## src/rtl/prbs_gen_multi_if.sv

```systemverilog
// rtl/prbs_gen_multi_if.sv - control and data bundle for the parallel PRBS generator
interface prbs_gen_multi_if #(
  parameter int W = 128
);
  logic          en;
  logic [1:0]    mode;
  logic          seed_ld;
  logic [30:0]   seed;
  logic          inv;
  logic          err_inj;
  logic [W-1:0]  prbs_out;
  logic          prbs_valid;

  modport master (
    output en, mode, seed_ld, seed, inv, err_inj,
    input  prbs_out, prbs_valid
  );

  modport slave (
    input  en, mode, seed_ld, seed, inv, err_inj,
    output prbs_out, prbs_valid
  );
endinterface

```

## src/rtl/prbs_gen_multi.sv

```systemverilog
// rtl/prbs_gen_multi.sv - W-bit-per-cycle PRBS7/15/23/31 generator with seed load,
// inversion, error injection and all-zero lock-up guard
module prbs_gen_multi #(
  parameter int         W            = 128,
  parameter logic [1:0] DEFAULT_MODE = 2'd0
) (
  input  logic           clk160,
  input  logic           rst,
  prbs_gen_multi_if.slave bus
);

  function automatic logic [30:0] order_mask(input logic [1:0] md);
    case (md)
      2'd0:    order_mask = 31'h0000_007F;
      2'd1:    order_mask = 31'h0000_7FFF;
      2'd2:    order_mask = 31'h007F_FFFF;
      default: order_mask = 31'h7FFF_FFFF;
    endcase
  endfunction

  // Never let the all-zero state into the register; it would lock the LFSR.
  function automatic logic [30:0] guard(input logic [30:0] v, input logic [30:0] m);
    guard = ((v & m) == 31'd0) ? m : (v & m);
  endfunction

  logic [30:0]  s;
  logic [1:0]   mode_q;
  logic [30:0]  mask_q;
  logic [4:0]   hi;
  logic [4:0]   lo;
  logic [30:0]  st;
  logic         b;
  logic [W-1:0] gen;
  logic [30:0]  s_adv;
  logic [W-1:0] inj_mask;
  logic [W-1:0] out_q;
  logic         valid_q;

  assign mask_q = order_mask(mode_q);

  // hi/lo are N-1 and M-1 for the active polynomial
  always_comb begin
    case (mode_q)
      2'd0:    begin hi = 5'd6;  lo = 5'd5;  end
      2'd1:    begin hi = 5'd14; lo = 5'd13; end
      2'd2:    begin hi = 5'd22; lo = 5'd17; end
      default: begin hi = 5'd30; lo = 5'd27; end
    endcase
  end

  always_comb begin
    st  = s;
    b   = 1'b0;
    gen = '0;
    for (int i = 0; i < W; i++) begin
      b      = st[hi] ^ st[lo];
      gen[i] = b;
      st     = {st[29:0], b} & mask_q;
    end
    s_adv = st;
  end

  always_comb begin
    inj_mask    = '0;
    inj_mask[0] = bus.err_inj;
  end

  always_ff @(posedge clk160) begin
    if (rst) begin
      s       <= order_mask(DEFAULT_MODE);
      mode_q  <= DEFAULT_MODE;
      out_q   <= '0;
      valid_q <= 1'b0;
    end else begin
      valid_q <= 1'b0;
      if (bus.seed_ld) begin
        s <= guard(bus.seed, mask_q);
      end else if (bus.mode != mode_q) begin
        mode_q <= bus.mode;
        s      <= order_mask(bus.mode);
      end else if (bus.en) begin
        s       <= guard(s_adv, mask_q);
        out_q   <= gen ^ {W{bus.inv}} ^ inj_mask;
        valid_q <= 1'b1;
      end
    end
  end

  assign bus.prbs_out   = out_q;
  assign bus.prbs_valid = valid_q;

endmodule

```

## src/flat_wrapper.sv

```systemverilog
// flat-port wrapper written by rule: the top's interface ports become plain ports
module prbs_gen_multi_flat 
#(
  parameter int         W            = 128,
  parameter logic [1:0] DEFAULT_MODE = 2'd0
)
  (clk160, rst, bus_en, bus_mode, bus_seed_ld, bus_seed, bus_inv, bus_err_inj, bus_prbs_out, bus_prbs_valid);
  prbs_gen_multi_if #(.W(W)) bus_i ();
  input  logic clk160;
  input  logic rst;
  input wire logic [$bits(bus_i.en)-1:0] bus_en;
  input wire logic [$bits(bus_i.mode)-1:0] bus_mode;
  input wire logic [$bits(bus_i.seed_ld)-1:0] bus_seed_ld;
  input wire logic [$bits(bus_i.seed)-1:0] bus_seed;
  input wire logic [$bits(bus_i.inv)-1:0] bus_inv;
  input wire logic [$bits(bus_i.err_inj)-1:0] bus_err_inj;
  output wire logic [$bits(bus_i.prbs_out)-1:0] bus_prbs_out;
  output wire logic [$bits(bus_i.prbs_valid)-1:0] bus_prbs_valid;
  assign bus_i.en = bus_en;
  assign bus_i.mode = bus_mode;
  assign bus_i.seed_ld = bus_seed_ld;
  assign bus_i.seed = bus_seed;
  assign bus_i.inv = bus_inv;
  assign bus_i.err_inj = bus_err_inj;
  assign bus_prbs_out = bus_i.prbs_out;
  assign bus_prbs_valid = bus_i.prbs_valid;
  prbs_gen_multi #(.W(W), .DEFAULT_MODE(DEFAULT_MODE)) u_core (.clk160(clk160), .rst(rst), .bus(bus_i));
endmodule
```

## config.mk

```make
export PLATFORM = sky130hd
export DESIGN_NAME = prbs_gen_multi_flat
export DESIGN_NICKNAME = d
export VERILOG_FILES = /design/src/rtl/prbs_gen_multi_if.sv /design/src/rtl/prbs_gen_multi.sv /design/src/flat_wrapper.sv
export SDC_FILE = /design/constraint.sdc
export NUM_CORES = 1
export LEC_CHECK = 0
export ABC_AREA = 1
export CORE_UTILIZATION = 40
export DETAILED_ROUTE_END_ITERATION = 7
export GPL_TIMING_DRIVEN = 0
export REMOVE_ABC_BUFFERS = 1
export SLEW_MARGIN = 20
export SYNTH_ARGS = -nofsm -noshare
export SYNTH_HDL_FRONTEND = slang
export SYNTH_SLANG_ARGS = --single-unit
```

## constraint.sdc

```tcl
create_clock -name clk160 -period 10.4 [get_ports clk160]
set_input_delay 2.6 -clock clk160 [delete_from_list [all_inputs] [get_ports clk160]]
set_output_delay 2.6 -clock clk160 [all_outputs]
set_load 0.01 [all_outputs]
```

==> results of run 1 <==
routing by layer:
layer | share of wire [%] | GRT usage (%) | wire, um | vias up
met3 | 7.2 | 5.40 | 5550 | 189
met1 | 44 | 44.2 | 33800 | 10000
met2 | 45 | 53.5 | 34600 | 882
met5 | 0 | 0 | 0 | -
met4 | 4.4 | 14.4 | 3400 | 0
li1 | - | - | - | 10400
flip-flops by register name, summed over array words and instances (netlist names):
register	cells
u_core.bus.prbs_out	128
u_core.s	31
u_core.mode_q	2
u_core.bus.prbs_valid	1
layout by cell type (no fill, tap or decap), types with 6 or more instances in the layout:
| master | count |
|---|---|
| inv_2 | 42 |
| inv_1 | 476 |
| nor2_1 | 271 |
| nor2_2 | 16 |
| xor2_1 | 13 |
| clkdlybuf4s50_1 | 165 |
| o211ai_1 | 12 |
| o21ai_2 | 8 |
| nand3b_1 | 32 |
| o21ai_1 | 10 |
| buf_16 | 15 |
| a31oi_1 | 28 |
| dfxtp_1 | 160 |
| o221ai_1 | 97 |
| o21ai_0 | 190 |
| nand2_1 | 889 |
| a21oi_2 | 22 |
| nand4_1 | 41 |
| clkbuf_16 | 25 |
| nand2_2 | 131 |
| a21oi_1 | 112 |
| nand3_2 | 103 |
| nor3_1 | 7 |
| buf_12 | 8 |
| nand3_4 | 17 |
| nand2_4 | 34 |
| clkinv_1 | 6 |
| buf_4 | 70 |
| nand3_1 | 197 |
per-stage QoR:
step	hold WS, ns	area, um2	setup TNS (ns)	setup slack (ns)
after floorplan	0.456	16700	-184.90	-2.08
after global placement	0.504	19100	-1207.43	-9.23
after detailed placement	0.514	19700	-55.12	-1.55
after CTS	0.531	20600	0	0.00421
after global routing	0.552	22100	-0.762	-0.101
final	0.524	22100	0	0.737
logic make-up (layout without fill, tap and decap cells):
logic type	Yosys count	in the layout	share of synthesized area, %
AO/OA/AOI/OAI	507	507	17.4
buffers and inverters	693	843	17.8
XOR/XNOR	15	15	0.736
AND/OR/NAND/NOR	1769	1772	45.9
flip-flops	162	162	18.2
worst max-delay path: cells and delay by family (launching register included):
family / cells / cell delay (ns)
AO/OA/AOI/OAI: 4 / 0.67
AND/OR/NAND/NOR: 68 / 7.50
buffers and inverters: 11 / 1.02
flip-flops: 1 / 0.38
timing repair:
item	in CTS	in global routing
buffers inserted	8	67
gates resized for setup	19	179
pin swaps	5	61
cloned	7	12
setup endpoints to repair	49	42
worst max-delay path by stage:
stage	endpoint	cells after the start	start
6_report	u_core.s[15]	83	u_core.mode_q[0]
5_1_grt	u_core.s[15]	90	u_core.mode_q[0]
4_1_cts	u_core.s[21]	89	u_core.mode_q[1]
3_5_place_dp	u_core.s[21]	85	u_core.mode_q[1]
3_3_place_gp	u_core.s[15]	82	u_core.mode_q[1]
2_1_floorplan	u_core.s[15]	84	u_core.mode_q[1]
final cells by class:
class | instances | area (um2) | share of cell area [%]
Clock buffer | 21 | 470 | 2.13
Clock inverter | 9 | 131 | 0.596
Inverter | 532 | 2100 | 9.51
Multi-Input combinational cell | 2294 | 12200 | 55.3
Sequential cell | 162 | 3250 | 14.7
Tap cell | 592 | 741 | 3.36
Timing Repair Buffer | 275 | 3110 | 14.1
Timing Repair inverter | 6 | 65.1 | 0.295
==> results.md, run 1 <==
- Run status: complete, no violations
- Yosys cell types: 60
- CTS tree: built
- Slew @ Worst Pin: 1.06 ns
- Die footprint: 45500 um2
- Avg Cell Area, Syn: 5.68 um2
- Slowest stage cell, crit path: dfxtp_4
- FILL cells: 4848
- Top cell type by total area after synthesis: nand2_1
- Vias per std cell: 5.52
- IO Count: 168
- Vias in the first global route: 19.4k
- Register area share after synthesis: 18.2%
- Synth area leaders: nand2_1 (20%), dfxtp_1 (18%), inv_1 (10%)
- Drt drc: 0
- FF-to-FF Start: u_core.mode_q[0]
- Initial antenna violation count: 0
- Required time of the critical path: 10.85 ns
- Layout cells sized above 1: 16.8%
- Avg WL per Cell: 19.9 um
- DRT Wirelength: 77.4 mm
- GRT Total Usage: 33.4%
- Yosys warning count: 0
- Crit path max fanout: 11
- Via count: 21.5k
- Hold_sp: u_core.bus.prbs_out[61]
- Largest net degree at the start of global routing: 93
- Crit path kind: flip-flop to flip-flop
- Synth Flop Type: dfxtp_1
- Clk slew on worst S/H paths: 0.07 ns
- Final core utilization: 50.0%
- Min-Delay Path Class: flip-flop to flip-flop
- Register-to-register setup slack: 0.74 ns
- Clk_lat worst skew: 0.52 ns
- Starting DRT DRC Count: 2035
- Max-Slew Margin vs Limit: 29.6%
- Row count: 77
- Chip height: 213 um
- Worst Hold End: u_core.bus.prbs_out[61]
- Placed cells: 3767
- Final max-slew violation count: 0
- Area share of the largest cell type after synthesis: 19.8%
- Reg2reg path depth: 83
- Layout area overhead: 23.6%
- Ys async rst share: 0%
- Type of destination of the critical path: flip-flop
- Reg2reg end: u_core.s[15]
- Synth Instances: 3146
- Max clock buf depth: 2
- Max Cap Viol: 0
- First-pass GRT wire length: 115 mm
- Clock sink count: 162
- Worst EP arrival: 10.11 ns
- CTS H-tree depth: 4
- Port Buf Inserts: 167
- Endpoints failing setup: 0
- Initial Util: 40.5%
- CTS Buf Count: 17
- Min Tclk post-route: 9.66 ns
- Post-route clock period utilization: 92.9%
- Most frequent CP cell: nand2_1
- GRT overflow: 0
- Core area: 44100 um2
- # diodes: 0
- DP Wirelength: 56.2 mm
- GPL Wtd Cong: 0.953
- Root buf cell: clkbuf_16
- Max incr delay on CP: 0.38 ns
- Final Hold Viols: 0
- Seq cells post-synth: 162
- Clk_skew: 0.0179 ns
- Cells on Worst Hold Path: 2
- Top-count cell post-synth: nand2_1
- CP startpoint kind: flip-flop
- Post-synth top cells: nand2_1 (944), inv_1 (481), nor2_1 (283)
- Fin cells: 3891
- Antenna-violating nets left: 0
- Die Wd: 213 um
- DR pass1 iterations: 6
- # hold bufs at CTS: 0
- Post-synth EDFFs: 0
- Fin nets: 3327
- Synth Cell Area: 17900 um2
- Fmax: 103 MHz
Power of run 1 is not shown: default switching activity piles up to over one toggle a cycle in this logic, so the estimate is an artifact.
==> inputs of run 2 (changes only) <==
--- a/config.mk
+++ b/config.mk
@@ -10,6 +10,7 @@
 export DETAILED_ROUTE_END_ITERATION = 7
 export GPL_TIMING_DRIVEN = 0
 export REMOVE_ABC_BUFFERS = 1
+export SKIP_LAST_GASP = 1
 export SLEW_MARGIN = 20
 export SYNTH_ARGS = -nofsm -noshare
 export SYNTH_HDL_FRONTEND = slang
==> constraint.sdc (replaced) <==
create_clock -name clk160 -period 11.36 [get_ports clk160]
set_input_delay 2.84 -clock clk160 [delete_from_list [all_inputs] [get_ports clk160]]
set_output_delay 2.84 -clock clk160 [all_outputs]
set_load 0.01 [all_outputs]
==> results.md, run 2 (synthesis gave the netlist of run 1 again) <==
- GRT Total Usage: 32.9%
- Hold_sp: u_core.bus.prbs_out[61]
- Crit path kind: flip-flop to flip-flop
- Setup TNS: 0 ns
- GRT overflow: 0
- Endpoints failing setup: 0
- Crit path max fanout: 25
- CP startpoint kind: flip-flop
- Min-Delay Path Class: flip-flop to flip-flop
- Worst EP arrival: 10.87 ns
- DP Wirelength: 56.2 mm
- Core area: 44100 um2
- Required time of the critical path: 11.79 ns
- Post-route clock period utilization: 91.8%
- Via count: 21.0k
- Drt drc: 0
- Clk_skew: 0.0153 ns
- Slew @ Worst Pin: 1.01 ns
- Fmax: 95.8 MHz
- DR pass1 iterations: 6
- Min Tclk post-route: 10.43 ns
- RSZ-0062 raised after global routing: no
- Commonest non-fill, non-tap cell in the layout: nand2_1
- GPL Wtd Cong: 0.953
- Max clock buf depth: 2
- Run status: complete, no violations
- Initial antenna violation count: 0
- Slowest stage cell, crit path: dfxtp_4
- Row count: 77
- CTS Buf Count: 17
- Setup ws final: 0.927 ns
- Max incr delay on CP: 0.42 ns
- Initial Util: 40.5%
- Final hold slack: 0.524 ns
- CP startpoint: u_core.mode_q[1]
- Die footprint: 45500 um2
- DRT Wirelength: 75.7 mm
- Avg WL per Cell: 19.8 um
- Largest net degree at the start of global routing: 93
- Layout area overhead: 16.3%
- Clock sink count: 162
- Die Wd: 213 um
- CP delay by family, top: simple AND/OR/NAND/NOR gates
- Clk slew on worst S/H paths: 0.07 ns
- Max FFs per register: 128
- Type of destination of the critical path: flip-flop
- Max-Slew Margin vs Limit: 32.3%
- Vias in the first global route: 19.3k
- # diodes: 0
- Starting DRT DRC Count: 2017
- IO Count: 168
- Port Buf Inserts: 167
- Chip height: 213 um
- Final max-slew violation count: 0
- Final Hold Viols: 0
- Max Cap Viol: 0
- Vias per std cell: 5.51
- FF-to-FF Start: u_core.mode_q[1]
- Setup WS pre-CTS: -0.591 ns
- Fin nets: 3254
- # hold bufs at CTS: 0
- Most frequent CP cell: nand2_1
- Most frequent cells in the layout: nand2_1 (937), inv_1 (479), nor2_1 (279)
- Layout cells sized above 1: 11.3%
- CTS tree: built
- First-pass GRT wire length: 113 mm
- FILL cells: 4913
- Root buf cell: clkbuf_16
- Antenna-violating nets left: 0
- CTS H-tree depth: 4
- Crit path buffers/inverters: 7
- Clk_lat worst skew: 0.51 ns
[run 2: cell count changes in the layout (fill, tap and decap cells not counted), moves of 8 or more]
cell and change:
nand2_2 -27, nand2_4 -22, nand3_4 -11, nand3_1 +40, nand3_2 -29, buf_4 -63
nand2_1 +48, nor2_1 +8
[run 2: worst paths after layout]
kind                                           endpoint  slack (ns)  depth (start not counted)
worst max-delay path                       u_core.s[21]        0.93                         82
worst min-delay path            u_core.bus.prbs_out[61]        0.52                          2
worst max register to register             u_core.s[21]        0.93                         82
worst min register to register  u_core.bus.prbs_out[61]        0.52                          2
[run 2: stage by stage]
stage	instance area, um2	utilization [%]	instances
2_1_floorplan	16700	-	2985
3_3_place_gp	19100	43.3	3744
3_5_place_dp	19700	44.7	3767
4_1_cts	20400	46.2	3800
5_1_grt	20800	47.1	3818
6_report	20800	47.1	3818
[run 2: final cells by class]
type | instances | area, um2 | area share, %
Multi-Input combinational cell | 2293 | 11600 | 55.7
Sequential cell | 162 | 3250 | 15.7
Timing Repair Buffer | 206 | 2500 | 12.0
Inverter | 532 | 2080 | 10.0
Tap cell | 592 | 741 | 3.57
Clock buffer | 21 | 470 | 2.27
Clock inverter | 9 | 131 | 0.633
Timing Repair inverter | 3 | 33.8 | 0.163
[run 2: layer usage]
layer	up-vias	GRT usage, %	wire length, um
met2	807	52.4	33800
met5	-	0	0
met1	9850	43.7	33300
li1	10200	-	-
met3	162	5.44	5330
met4	0	14.0	3160
[run 2: what timing repair did]
action / in CTS / in global routing
gates resized for setup: 7 / 29
cloned: 0 / 10
endpoints found under the setup margin: 34 / 41
buffers inserted: 3 / 8
pin swaps: 2 / 3
[run 2: worst register-to-register path: cells and delay by family (launching register included)]
| family | cells | cell delay, ns |
|---|---|---|
| flops | 1 | 0.42 |
| buf+inv | 7 | 0.90 |
| simple gates | 73 | 8.73 |
| compound gates | 2 | 0.33 |
Power of run 2 is left out for the same reason.
==> inputs of run 3 (changes only) <==
--- a/config.mk
+++ b/config.mk
@@ -8,7 +8,6 @@
 export ABC_AREA = 1
 export CORE_UTILIZATION = 40
 export DETAILED_ROUTE_END_ITERATION = 7
-export GPL_TIMING_DRIVEN = 0
 export REMOVE_ABC_BUFFERS = 1
 export SKIP_LAST_GASP = 1
 export SLEW_MARGIN = 20
==> results.md, run 3 (synthesis gave the netlist of run 1 again) <==
- Antenna-violating nets left: 0
- Row count: 77
- FF-to-FF Start: u_core.mode_q[0]
- Post-route clock period utilization: 91.0%
- Clk slew on worst S/H paths: 0.08 ns
- Largest net degree at the start of global routing: 252
- Initial Util: 40.5%
- Vias per std cell: 5.48
- Crit path max fanout: 28
- # diodes: 0
- GPL Wtd Cong: 0.994
- Commonest non-fill, non-tap cell in the layout: nand2_1
- GRT overflow: 0
- CTS Buf Count: 17
- GRT Total Usage: 34.5%
- Port Buf Inserts: 167
- Vias in the first global route: 20.1k
- Most frequent cells in the layout: nand2_1 (944), inv_1 (479), nor2_1 (281)
- IO Count: 168
- Layout cells sized above 1: 14.6%
- Final Instance Area: 21100 um2
- Run status: complete, no violations
- Avg WL per Cell: 19.9 um
- Type of destination of the critical path: flip-flop
- Min-Delay Path Class: flip-flop to flip-flop
- Max clock buf depth: 2
- Area of the multi-input gates: 11500 um2
- Die Wd: 213 um
- Root buf cell: clkbuf_16
- Initial antenna violation count: 0
- Final Hold Viols: 0
- Layout area overhead: 18.4%
- Endpoints failing setup: 0
- Die footprint: 45500 um2
- FF+latch area: 3250 um2
- Core area: 44100 um2
- Setup ws final: 1.02 ns
- Max Cap Viol: 0
- Starting DRT DRC Count: 2232
- Via count: 21.7k
- CP startpoint kind: flip-flop
- DR pass1 iterations: 8
- Fin nets: 3396
- Fmax: 96.7 MHz
- CTS tree: built
- Final max-slew violation count: 0
- CP startpoint: u_core.mode_q[0]
- DP Wirelength: 60.0 mm
- Setup WS pre-CTS: 1.06 ns
- Slew @ Worst Pin: 1.19 ns
- Clock sink count: 162
- DRT Wirelength: 78.7 mm
- Most frequent CP cell: nand2_1
- Setup TNS: 0 ns
- Chip height: 213 um
- Worst EP arrival: 10.79 ns
- Crit path kind: flip-flop to flip-flop
- Clk_lat worst skew: 0.52 ns
- Area of placed instances: 20500 um2
- FILL cells: 4853
- Max-Slew Margin vs Limit: 20.8%
- Slowest stage cell, crit path: dfxtp_4
- Hold_sp: u_core.bus.prbs_out[97]
- Drt drc: 0
- Max incr delay on CP: 0.42 ns
- Required time of the critical path: 11.81 ns
- Clk_skew: 0.0193 ns
- Max FFs per register: 128
- Min Tclk post-route: 10.34 ns
- CTS H-tree depth: 4
- First-pass GRT wire length: 118 mm
run 3: changes by cell type in the layout (fill, tap and decap cells not counted), moves of 4 or more:
cell     change
nand2_2      -6
nand3_1      +4
buf_16      -15
nand2_1      +7
buf_4      +174
buf_12       -8
run 3: repair_timing:
action | in CTS | in global routing
resized for setup | 0 | 11
endpoints found under the setup margin | 0 | 30
hold buffers | 0 | 0
buffers inserted | 0 | 8
run 3: final cells by class:
class,count,share of cell area (%)
clock buffer,18,2.03
timing repair buffer,353,14.9
tap,592,3.50
multi-input combinational,2291,54.2
inverter,532,9.52
clock inverter,13,0.544
sequential,162,15.4
run 3: final timing paths:
path / cells past startpoint / slack, ns / end
min reg2reg: 2 / 0.52 / u_core.bus.prbs_out[97]
max: 83 / 1.02 / u_core.s[11]
min: 2 / 0.52 / u_core.bus.prbs_out[97]
max reg2reg: 83 / 1.02 / u_core.s[11]
run 3: critical path, delay by kind of cell (launching register included):
family          cells  cell delay, ns
compound gates      2            0.25
simple gates       72            8.55
flops               1            0.42
buf+inv             9            1.01
run 3: layer usage:
| metal | vias to the layer above | share of wire [%] | GRT usage [%] |
|---|---|---|---|
| met2 | 1039 | 44 | 53.5 |
| met4 | 0 | 4.5 | 17.0 |
| met5 | - | 0 | 0 |
| met1 | 9975 | 44 | 46.0 |
| li1 | 10500 | - | - |
| met3 | 200 | 8.1 | 5.90 |
run 3: stage by stage:
step	instances	hold WS (ns)	utilization (%)
6_report	3961	0.523	47.9
5_1_grt	3961	0.554	47.9
4_1_cts	3951	0.526	47.6
3_5_place_dp	3920	0.513	46.4
3_3_place_gp	3920	0.504	46.4
2_1_floorplan	2985	0.456	-
Power of run 3 is left out for the same reason.
